===== config.mk =====
export PLATFORM = sky130hd
export DESIGN_NAME = cosim_msg_byte_serializer
export DESIGN_NICKNAME = d
export VERILOG_FILES = /design/src/rtl/cosim_stream_pkg.sv /design/src/rtl/cosim_msg_byte_serializer.sv
export SDC_FILE = /design/constraint.sdc
export NUM_CORES = 1
export LEC_CHECK = 0
export BUFFER_PORTS_ARGS = -buffer_cell sky130_fd_sc_hd__clkbuf_2
export CORE_ASPECT_RATIO = 0.7
export CORE_MARGIN = 1.5
export CORE_UTILIZATION = 56
export CTS_CLUSTER_SIZE = 8
export DETAILED_ROUTE_END_ITERATION = 12
export HOLD_SLACK_MARGIN = 0.03
export PLACE_DENSITY = 0.95
export SYNTH_ARGS = -nofsm -noshare
export SYNTH_HDL_FRONTEND = slang
export SYNTH_SLANG_ARGS = --single-unit

===== constraint.sdc =====
create_clock -name clk -period 4.1 [get_ports clk]
set_input_delay 0.205 -clock clk [delete_from_list [all_inputs] [get_ports clk]]
set_output_delay 0.205 -clock clk [all_outputs]
set_load 0.005 [all_outputs]

===== src/rtl/cosim_stream_pkg.sv =====
`default_nettype none
// ============================================================================
//  Package     : cosim_stream_pkg
//  Description : Types and helpers shared by the cosim byte-lane serializer
//                and its matching deserializer.
//                  cosim_byte_t       - one byte on the transport lane
//                  cosim_ser_state_e  - serializer FSM states
//                  cosim_num_bytes()  - bytes needed for a message of N bits
//  Revision    : 1.0 - initial release
// ============================================================================
package cosim_stream_pkg;

   typedef logic [7:0] cosim_byte_t;

   typedef enum logic [0:0] {
      CS_IDLE = 1'b0,
      CS_SEND = 1'b1
   } cosim_ser_state_e;

   // Number of whole bytes needed to carry 'bits' bits (last byte may be partial).
   function automatic int cosim_num_bytes(int bits);
      return (bits + 7) / 8;
   endfunction

endpackage
`default_nettype wire


===== src/rtl/cosim_msg_byte_serializer.sv =====
`default_nettype none
// ============================================================================
//  Module      : cosim_msg_byte_serializer
//  Description : Transmit side of the cosim byte-lane encoding. Accepts one
//                packed TYPE_SIZE_BITS message per valid/ready handshake and
//                emits it byte 0 first (byte i = bits [8i+7:8i]), flagging the
//                final byte with ByteOutLast. The final partial byte carries
//                the leftover message bits in its LSBs with zero padding.
//  Ports       :
//    clk           in   1               clock
//    rstn          in   1               synchronous reset, active-low
//    MsgInValid    in   1               input message valid
//    MsgInReady    out  1               input message ready
//    MsgIn         in   TYPE_SIZE_BITS  packed input message
//    ByteOutValid  out  1               output byte valid
//    ByteOutReady  in   1               output byte ready
//    ByteOut       out  8               output byte
//    ByteOutLast   out  1               high on the final byte of a message
//    ByteOutIdx    out  IDX_W           byte index within the current message
//    MsgCount      out  32              completed message count (wrapping)
//  Revision    : 1.0 - initial release
// ============================================================================
module cosim_msg_byte_serializer
   import cosim_stream_pkg::*;
#(
   parameter  int TYPE_SIZE_BITS = 32,
   localparam int NUM_BYTES      = cosim_num_bytes(TYPE_SIZE_BITS),
   localparam int IDX_W          = (NUM_BYTES > 1) ? $clog2(NUM_BYTES) : 1
) (
   input  logic                      clk,
   input  logic                      rstn,
   input  logic                      MsgInValid,
   output logic                      MsgInReady,
   input  logic [TYPE_SIZE_BITS-1:0] MsgIn,
   output logic                      ByteOutValid,
   input  logic                      ByteOutReady,
   output cosim_byte_t               ByteOut,
   output logic                      ByteOutLast,
   output logic [IDX_W-1:0]          ByteOutIdx,
   output logic [31:0]               MsgCount
);

   localparam int               c_HOLD_W   = NUM_BYTES * 8;
   localparam logic [IDX_W-1:0] c_LAST_IDX = IDX_W'(NUM_BYTES - 1);

   if (TYPE_SIZE_BITS < 1) begin : g_bad_width
      $error("cosim_msg_byte_serializer: TYPE_SIZE_BITS must be >= 1");
   end

   cosim_ser_state_e      r_state;
   cosim_ser_state_e      w_state_nxt;
   logic [c_HOLD_W-1:0]   r_hold;
   logic [c_HOLD_W-1:0]   w_hold_nxt;
   logic [IDX_W-1:0]      r_idx;
   logic [IDX_W-1:0]      w_idx_nxt;
   logic [31:0]           r_count;
   logic [31:0]           w_count_nxt;

   logic                  w_send;
   logic                  w_last;
   logic [c_HOLD_W-1:0]   w_hold_shift;

   // ------------------------------------------------------------------------
   // Output decode: everything below depends only on registered state,
   // except MsgInReady which must see ByteOutReady to allow gapless messages.
   // ------------------------------------------------------------------------
   assign w_send = (r_state == CS_SEND);
   // Gated by SEND so a single-byte message width does not show last while idle.
   assign w_last = w_send && (r_idx == c_LAST_IDX);

   // Byte mux: select hold[8*idx +: 8] by shifting the holding register.
   assign w_hold_shift = r_hold >> {r_idx, 3'b000};

   assign ByteOutValid = w_send;
   assign ByteOut      = w_hold_shift[7:0];
   assign ByteOutLast  = w_last;
   assign ByteOutIdx   = r_idx;
   assign MsgCount     = r_count;

   // Held low while in reset so nothing upstream believes a transfer happened.
   assign MsgInReady   = rstn && (!w_send || (w_last && ByteOutReady));

   // ------------------------------------------------------------------------
   // Next-state logic
   // ------------------------------------------------------------------------
   always_comb begin
      w_state_nxt = r_state;
      w_hold_nxt  = r_hold;
      w_idx_nxt   = r_idx;
      w_count_nxt = r_count;

      case (r_state)
         CS_IDLE: begin
            if (MsgInValid) begin
               w_hold_nxt  = c_HOLD_W'(MsgIn);
               w_idx_nxt   = '0;
               w_state_nxt = CS_SEND;
            end
         end

         CS_SEND: begin
            if (ByteOutReady) begin
               if (w_last) begin
                  w_count_nxt = r_count + 32'd1;
                  // Ready is high on the last-byte transfer, so a waiting
                  // message is taken here with no idle beat in between.
                  if (MsgInValid) begin
                     w_hold_nxt = c_HOLD_W'(MsgIn);
                     w_idx_nxt  = '0;
                  end else begin
                     w_idx_nxt   = '0;
                     w_state_nxt = CS_IDLE;
                  end
               end else begin
                  w_idx_nxt = r_idx + 1'b1;
               end
            end
         end

         default: begin
            w_state_nxt = CS_IDLE;
         end
      endcase
   end

   // ------------------------------------------------------------------------
   // State registers
   // ------------------------------------------------------------------------
   always_ff @(posedge clk) begin
      if (!rstn) begin
         r_state <= CS_IDLE;
         r_hold  <= '0;
         r_idx   <= '0;
         r_count <= '0;
      end else begin
         r_state <= w_state_nxt;
         r_hold  <= w_hold_nxt;
         r_idx   <= w_idx_nxt;
         r_count <= w_count_nxt;
      end
   end

endmodule
`default_nettype wire

Yosys cells after proc, flatten, opt, wreduce, memory -nomap -nowiden
Index checks and enable logic that the tools add are counted.

Bits in registers: 67. Input bits: 36. Output and inout port bits: 45.

$add $sub $neg: 2. Equal/unequal tests: 4. Shifts and indexed selects: 1. Muxes and demuxes: 12. Bitwise gates (word level): 1. Reduce and logical (&&, ||, !) cells: 8.

Operators with widths (count): two-way mux 32 bit (3); case mux 32 bit (2 select lines) (1); adder 32 x 1 -> 32 bit (second input constant) (1); right shift 32 x 5 -> 8 bit (1); two-way mux 2 bit (3); != test 2 bit (second input constant) (2); case mux 2 bit (2 select lines) (1); AND reduction 2 bit (2); logical AND 1 bit (3); two-way mux 1 bit (3); AND reduction 3 bit (1); adder 2 x 1 -> 2 bit (second input constant) (1); equality test 2 bit (second input constant) (1); != test 2 x 1 -> 1 bit (second input constant) (1); case mux 1 bit (2 select lines) (1); zero test 1 bit (1); logical OR 1 bit (1); inverter 1 bit (1).

Longest topological paths before layout
Gate-level depths: netlist of the first run.

Depth after elaboration: 5. Mapped depth: 7. Mapped depth without buffers: 5.

Worst setup path after synthesis of the first run
No wires, ideal clock.

Path kind: register to register. Start point: reg r_idx[0], in the netlist ByteOutIdx[0]. End point: reg r_count[24], in the netlist MsgCount[24]. Setup time: 71 ps. Data arrival time: 2008 ps. Data required time: 4029 ps. Slack: 2022 ps. Stages on the path, launching flop included: 7. Buffers on the path: 1. Period minus slack after synthesis: 2078 ps. Path through: dfxtp_1 -> ha_1 -> nand3_4 -> or4_1 -> buf_2 -> or4_1 -> a21oi_1.

Longest elaborated chain between the ends: 3.

RTL lines: start, declared (line cosim_msg_byte_serializer.sv:54) `logic [IDX_W-1:0] r_idx;`; start signal, assigned (line cosim_msg_byte_serializer.sv:138) `r_idx <= w_idx_nxt;`; equality test 2 bit (line cosim_msg_byte_serializer.sv:69) `assign w_last = w_send && (r_idx == c_LAST_IDX);`; logical AND 1 bit (line cosim_msg_byte_serializer.sv:69); AND reduction 3 bit (no source line); end signal, assigned (line cosim_msg_byte_serializer.sv:139) `r_count <= w_count_nxt;`; end, declared (line cosim_msg_byte_serializer.sv:56) `logic [31:0] r_count;`.

Every way passes these cells. A chain may end at the register's enable or synchronous reset.

Worst setup path after layout of the first run
Start point: reg r_idx[1], in the netlist ByteOutIdx[1]. End point: reg r_count[30], in the netlist MsgCount[30].

Same word-level chain as after synthesis.

==> key figures, run 1 <==
Status
  • Status: complete, no violations

Timing
  • Setup TNS: 0 ns
  • Worst-Margin Slew: 1.15 ns
  • RSZ-0062 raised after global routing: false
  • Final max-slew violation count: 0
  • Finish-stage setup viols: 0
  • Final Hold Vio Count: 0
  • F_max: 352 MHz
  • Fin crit period: about 2.8 ns
  • Relative slew margins: 23.4%
  • Post-route clock period utilization: 69.3%
  • Worst Skew: 0.00650 ns

Placed design
  • Detailed Place HPWL: 4880 µm
  • # port buffers: 80
  • RD Place Congestion: 0.853

CTS
  • H-tree lvl count: 3
  • Clock latency at the later pin of the worst-skew pair: 0.34 ns
  • Clock sink count: 67
  • TritonCTS Buffers: 9
  • CTS clk-pin slew, worst paths: about 0.07 ns
  • Root Buffer: clkbuf_8
  • Clock Tree Buf Depth: 2
  • CTS tree: yes
  • Setup bufs post-CTS: 0
  • Cts repair resizes: 0
  • Cts hold-fix bufs: 0

Yosys
  • Synth Area in Simple Gates: roughly 25%
  • Mean post-synth cell area: around 8.5 µm²
  • Post-synth EDFFs: 0
  • Cell area after synthesis: between 2000 and 3000 µm²
  • Post-synthesis sequential area ratio: 45.7%
  • Syn Inst Count: 346
  • Area fraction of the dominant cell type after synthesis: 45.7%
  • Unique cell type count in the Yosys netlist: 29
  • Multiplexer share of the synthesized area: under 10%
  • Area share of fa/ha/maj cells after synthesis: 0.853%
  • Synth Net Count: 384
  • Main combinational cell family by area after synthesis: simple AND/OR/NAND/NOR gates
  • Seq cells post-synth: 67
  • Post-synthesis compound-gate area fraction: between 10% and 20%
  • Area leader, netlist: dfxtp_1
  • Ys async rst share: 0%
  • Post-synth top flop: dfxtp_1
  • Synth Warn #: 0
  • Top cells by area, synth: dfxtp_1, nand2_1, a21oi_1
  • Post-Synth XOR/XNOR Area: 2.99%

Critical path
  • Endpoint class of the critical path: flop
  • CP peak stage delay: 0.83 ns
  • Critical path class: reg2reg
  • CP Capture Point: MsgCount[30]
  • Worst R2R Path Depth: 5
  • WP buf/inv: 0
  • CP startpoint: ByteOutIdx[1]
  • Crit-path max FO: 19
  • Startpoint Class: flop
  • FF-to-FF End: MsgCount[30]
  • R2r setup slk: between 1 and 1.5 ns
  • Worst reg2reg path startpoint: ByteOutIdx[1]
  • Worst EP arrival: 3.10 ns
  • Worst EP required: 4.36 ns
  • Top delay family on crit path: simple AND/OR/NAND/NOR gates
  • Critical-path top delay cell: or4_1
  • Crit-path cells: ha_1 > nand3_4 > or4_1 > or4_1 > a21oi_1
  • Most frequent cell on the critical path: or4_1
  • WP depth: 5

Power
  • Comb power frac: 7.0%
  • Design Power: roughly 1300 µW
  • VDD IR-drop max: roughly 0.00027 V
  • Switching share of power: 23.3%
  • Pint: ~1000 µW
  • Power per Cell Area: 370 nW/µm²
  • Leakage: 0.00135 µW
  • Clock Power Share: ~41%
  • Net load switching power: 306 µW
  • Sequential share of power: a little over half

Global routing
  • First-pass GRT wire length: 11,600 µm
  • Largest net degree at the start of global routing: 52
  • Congestion Overflow GR: 0
  • GRT Total Usage: 26.8%
  • Initial antenna violation count: 0
  • Vias in the first global route: 2,541

Hold path
  • Hold Crit Class: in2reg
  • Hold path depth: 3

Route
  • DR DRC count: 0
  • Detail-routed via count per cell: 5.64
  • Final ANT Viol Nets: 0
  • Routed len/inst: 14.2 µm
  • Iteration-0 DRC Markers: 220
  • Final wirelength: around 7000 µm
  • Via count: 2,767
  • TritonRoute pass-1 iters: 5

Layout
  • Final nets: 455
  • ANT cells: 0
  • Area delta synth->final: 20.8%
  • Share of cells above drive strength 1: between 20 and 30%
  • Fillcell total: 381

Floorplanning
  • Chip Height: 63.5 µm
  • Core Region: 4910 µm²
  • Rows: 21
  • Starting Density: 59.7%
  • Die W: between 80 and 90 µm
  • I/O pin count: between 80 and 90
  • Die Footprint: 5690 µm²

Run
  • MaxCap Viol Count: 0
-- per-stage QoR --
| stage | utilization (%) | setup slack (ns) | hold slack [ns] | area [µm²] | std cells |
|---|---|---|---|---|---|
| 6_report | 72.1 | 1.26 | 0.0749 | 3540 | 491 |
| 5_1_grt | 72.1 | 1.11 | 0.0721 | 3540 | 491 |
| 4_1_cts | 72.1 | 1.29 | 0.0696 | 3540 | 491 |
| 3_5_place_dp | 68.2 | 1.31 | 0.433 | 3350 | 475 |
| 3_3_place_gp | 68.2 | 1.44 | 0.429 | 3350 | 475 |
| 2_1_floorplan | - | 2.02 | 0.326 | 2930 | 346 |
-- sequential cells by signal, indices dropped and copies added (netlist names) --
signal / cells
MsgCount: 32
ByteOutValid: 1
ByteOutIdx: 2
r_hold: 32
-- metal layers --
layer | track usage (%) | share of wire (%) | vias to the layer above
met2 | 40.0 | 46 | 109
met3 | 9.96 | 6.7 | 16
met4 | 9.81 | 1.6 | 0
met1 | 35.3 | 46 | 1273
li1 | - | - | 1369
met5 | 0 | 0 | -
-- placed cells by master (no fill, tap or decap), types with 5 or more instances in the layout --
cell      instances
nand3_1           8
nor2_1           17
inv_1             6
clkbuf_8         10
nand4_1          10
nand2_1          75
clkbuf_2         80
o21ai_0          11
a21oi_1          52
nor4_1            5
or4_1            12
dfxtp_1          67
o31ai_1           9
or3_1            11
mux4_2            8
and4_1            5
xnor2_1           8
-- worst reg2reg max path: cells and delay by family, from the launching register on --
kind,cells,cell delay [ns]
flip-flops,1,0.62
AND/OR/NAND/NOR,3,1.58
AO/OA/AOI/OAI,1,0.17
adder cells (fa/ha/maj),1,0.38
-- final cells by class --
| class | instances | area, µm² | share of cell area [%] |
|---|---|---|---|
| Timing Repair Buffer | 83 | 423 | 11.9 |
| Sequential cell | 67 | 1340 | 37.9 |
| Clock inverter | 5 | 52.6 | 1.48 |
| Tap cell | 69 | 86.3 | 2.44 |
| Clock buffer | 11 | 141 | 3.99 |
| Inverter | 7 | 26.3 | 0.742 |
| Multi-Input combinational cell | 249 | 1470 | 41.6 |
-- Yosys cell counts, types with 9 or more instances --
cell type and number:
nand2_1 75, clkbuf_1 17, o31ai_1 9, nor2_1 17, nand4_1 10, or4_1 12, or3_1 11, dfxtp_1 67
o21ai_0 11, a21oi_1 52
-- logic make-up after synthesis --
kind of cell / count (synthesis)
buffers and inverters: 30
DFF: 67
adders and majority gates: 2
muxes: 11
AOI/OAI and AO/OA: 75
and+or+nand+nor: 151
xor gates and xnor gates: 10
-- worst min-delay path by stage --
stage,startpoint,to,slack (ns)
floorplan,MsgInValid,ByteOutValid,0.33
global placement,MsgIn[28],r_hold[28],0.43
detailed placement,MsgIn[15],r_hold[15],0.43
CTS,MsgIn[7],r_hold[7],0.07
global route,MsgIn[1],r_hold[1],0.07
finish,MsgIn[28],r_hold[28],0.07
-- power groups by stage --
stage	combinational [µW]	clock (µW)	sequential [µW]
5_1_grt	103	581	684
3_5_place_dp	92.0	0	697
6_report	92.2	536	683
4_1_cts	92.5	543	682
3_3_place_gp	89.3	0	696
2_1_floorplan	60.2	0	691
(Power assumes the default switching activity.)
==> run 2, diff against run 1 <==
Settings changed: CORE_UTILIZATION 56 to 52, PLACE_DENSITY 0.95 to 0.89.
Clock period 4.1 ns to 2.9 ns, I/O delays scaled along.
==> key figures, run 2 (synthesized netlist as in run 1, its figures left out) <==
Status
  • Status: complete, no violations

Route
  • TritonRoute pass-1 iters: 5
  • Final ANT Viol Nets: 0
  • DR DRC count: 0
  • Iteration-0 DRC Markers: between 200 and 250
  • Detail-routed via count per cell: around 5.5
  • Final wirelength: between 7000 and 8000 µm
  • Routed len/inst: 14.4 µm
  • Via count: about 2,800

Timing
  • F_max: 404 MHz
  • RSZ-0062 raised after global routing: false
  • Post-route clock period utilization: 85.3%
  • Finish-stage setup viols: 0
  • Relative slew margins: 22.9%
  • Final Hold Vio Count: 0
  • Final max-slew violation count: 0
  • Setup TNS: 0 ns
  • Hold Slack: 0.0383 ns
  • Post-route setup slack: 0.427 ns
  • Fin crit period: 2.47 ns
  • Worst-Margin Slew: 1.15 ns
  • Worst Skew: 0.00982 ns

CTS
  • TritonCTS Buffers: 9
  • CTS tree: yes
  • Clock sink count: 67
  • Root Buffer: clkbuf_8
  • Clock latency at the later pin of the worst-skew pair: between 0.3 and 0.4 ns
  • CTS clk-pin slew, worst paths: approximately 0.07 ns
  • Clock Tree Buf Depth: 2
  • Cts repair resizes: 0
  • H-tree lvl count: 3
  • Setup bufs post-CTS: 0

Power
  • VDD IR-drop max: roughly 0.00030 V
  • Pint: ~1500 µW
  • Clock Power Share: 41.5%
  • Power per Cell Area: 514 nW/µm²
  • Switching share of power: 23.0%
  • Net load switching power: 436 µW
  • Comb power frac: 7.7%
  • Sequential share of power: between 50% and 60%
  • Leakage: 0.00142 µW

Global routing
  • Vias in the first global route: 2,601
  • First-pass GRT wire length: 12,200 µm
  • Initial antenna violation count: 0
  • Largest net degree at the start of global routing: 35
  • GRT Total Usage: 25.6%
  • Congestion Overflow GR: 0

Floorplanning
  • Starting Density: 54.9%
  • I/O pin count: 81
  • Chip Height: 65.8 µm
  • Die W: ~93 µm
  • Die Footprint: 6110 µm²
  • Core Region: 5340 µm²
  • Rows: 22

Critical path
  • Endpoint class of the critical path: flop
  • Worst EP arrival: 2.73 ns
  • Crit-path max FO: 19
  • Worst reg2reg path startpoint: MsgCount[0]
  • Worst EP required: 3.16 ns
  • Critical path class: reg2reg
  • CP startpoint: MsgCount[0]
  • Startpoint Class: flop

Layout
  • Non-Filler Instances: 508
  • Area delta synth->final: 25.9%
  • Share of cells above drive strength 1: 25.5%
  • Commonest cells after routing, fill and taps aside: clkbuf_2, nand2_1, dfxtp_1, a21oi_1, nor2_1
  • ANT cells: 0
  • Most common cell after layout, fill and taps aside: clkbuf_2
  • Final nets: approximately 470

Placed design
  • # port buffers: 80
  • Detailed Place HPWL: 5100 µm
  • Worst slack, placed: 0.459 ns
  • # placed instances: 480
  • RD Place Congestion: 0.941

Hold path
  • Hold Crit Class: in2reg
  • HP Start: MsgIn[5]

Run
  • MaxCap Viol Count: 0
-- run 2: cell count changes in the layout (fill, tap and decap cells not counted), sizes merged --
cell | before | now
clkinvlp | 1 | 0
buf | 3 | 5
dlygate4sd3 | 0 | 12
clkbuf | 91 | 92
-- run 2: power by group through the flow --
stage / registers (µW) / clock network [µW] / logic [µW]
2_1_floorplan: 977 / 0 / 85.1
3_3_place_gp: 981 / 0 / 131
3_5_place_dp: 983 / 0 / 133
4_1_cts: 962 / 797 / 146
5_1_grt: 965 / 847 / 164
6_report: 963 / 786 / 147
-- run 2: final cells by class --
class	count	area [µm²]
repair buffers	97	558
fillers	431	1650
multi-input cells	249	1470
flip-flops and latches	67	1340
clock buffers	12	155
well taps	72	90.1
inverters	7	26.3
clock inverters	4	48.8
-- run 2: worst max-delay path, cell delays in order (launching register included) --
cell and delay (ns):
dfxtp_1 0.43, ha_1 0.22, nand3_1 0.18, or4_1 0.82, or4_1 0.58, a21oi_1 0.16
-- run 2: timing repair --
item | CTS | global route
hold endpoints to repair | 12 | 0
hold buffers | 12 | 0
setup endpoints to repair | 0 | 0
-- run 2: worst paths after layout --
kind             endpoint  cells after the start  slack, ns
max          MsgCount[24]                      5       0.43
min             r_hold[5]                      3       0.04
max reg2reg  MsgCount[24]                      5       0.43
min reg2reg    r_hold[27]                      2       0.45
-- run 2: per-stage QoR --
stage	instance area (µm²)	total power [µW]	utilization [%]
detailed placement	3370	1120	63.1
global placement	3370	1110	63.1
floorplan	2930	1060	-
finish	3690	1900	69.1
global route	3690	1980	69.1
CTS	3690	1910	69.1
-- run 2: per-layer routing --
| layer | up-vias | track usage [%] | share of wire, % |
|---|---|---|---|
| met3 | 10 | 5.63 | 5.5 |
| met2 | 95 | 40.1 | 47 |
| li1 | 1403 | - | - |
| met5 | - | 0 | 0 |
| met1 | 1302 | 35.1 | 46 |
| met4 | 0 | 8.71 | 0.92 |
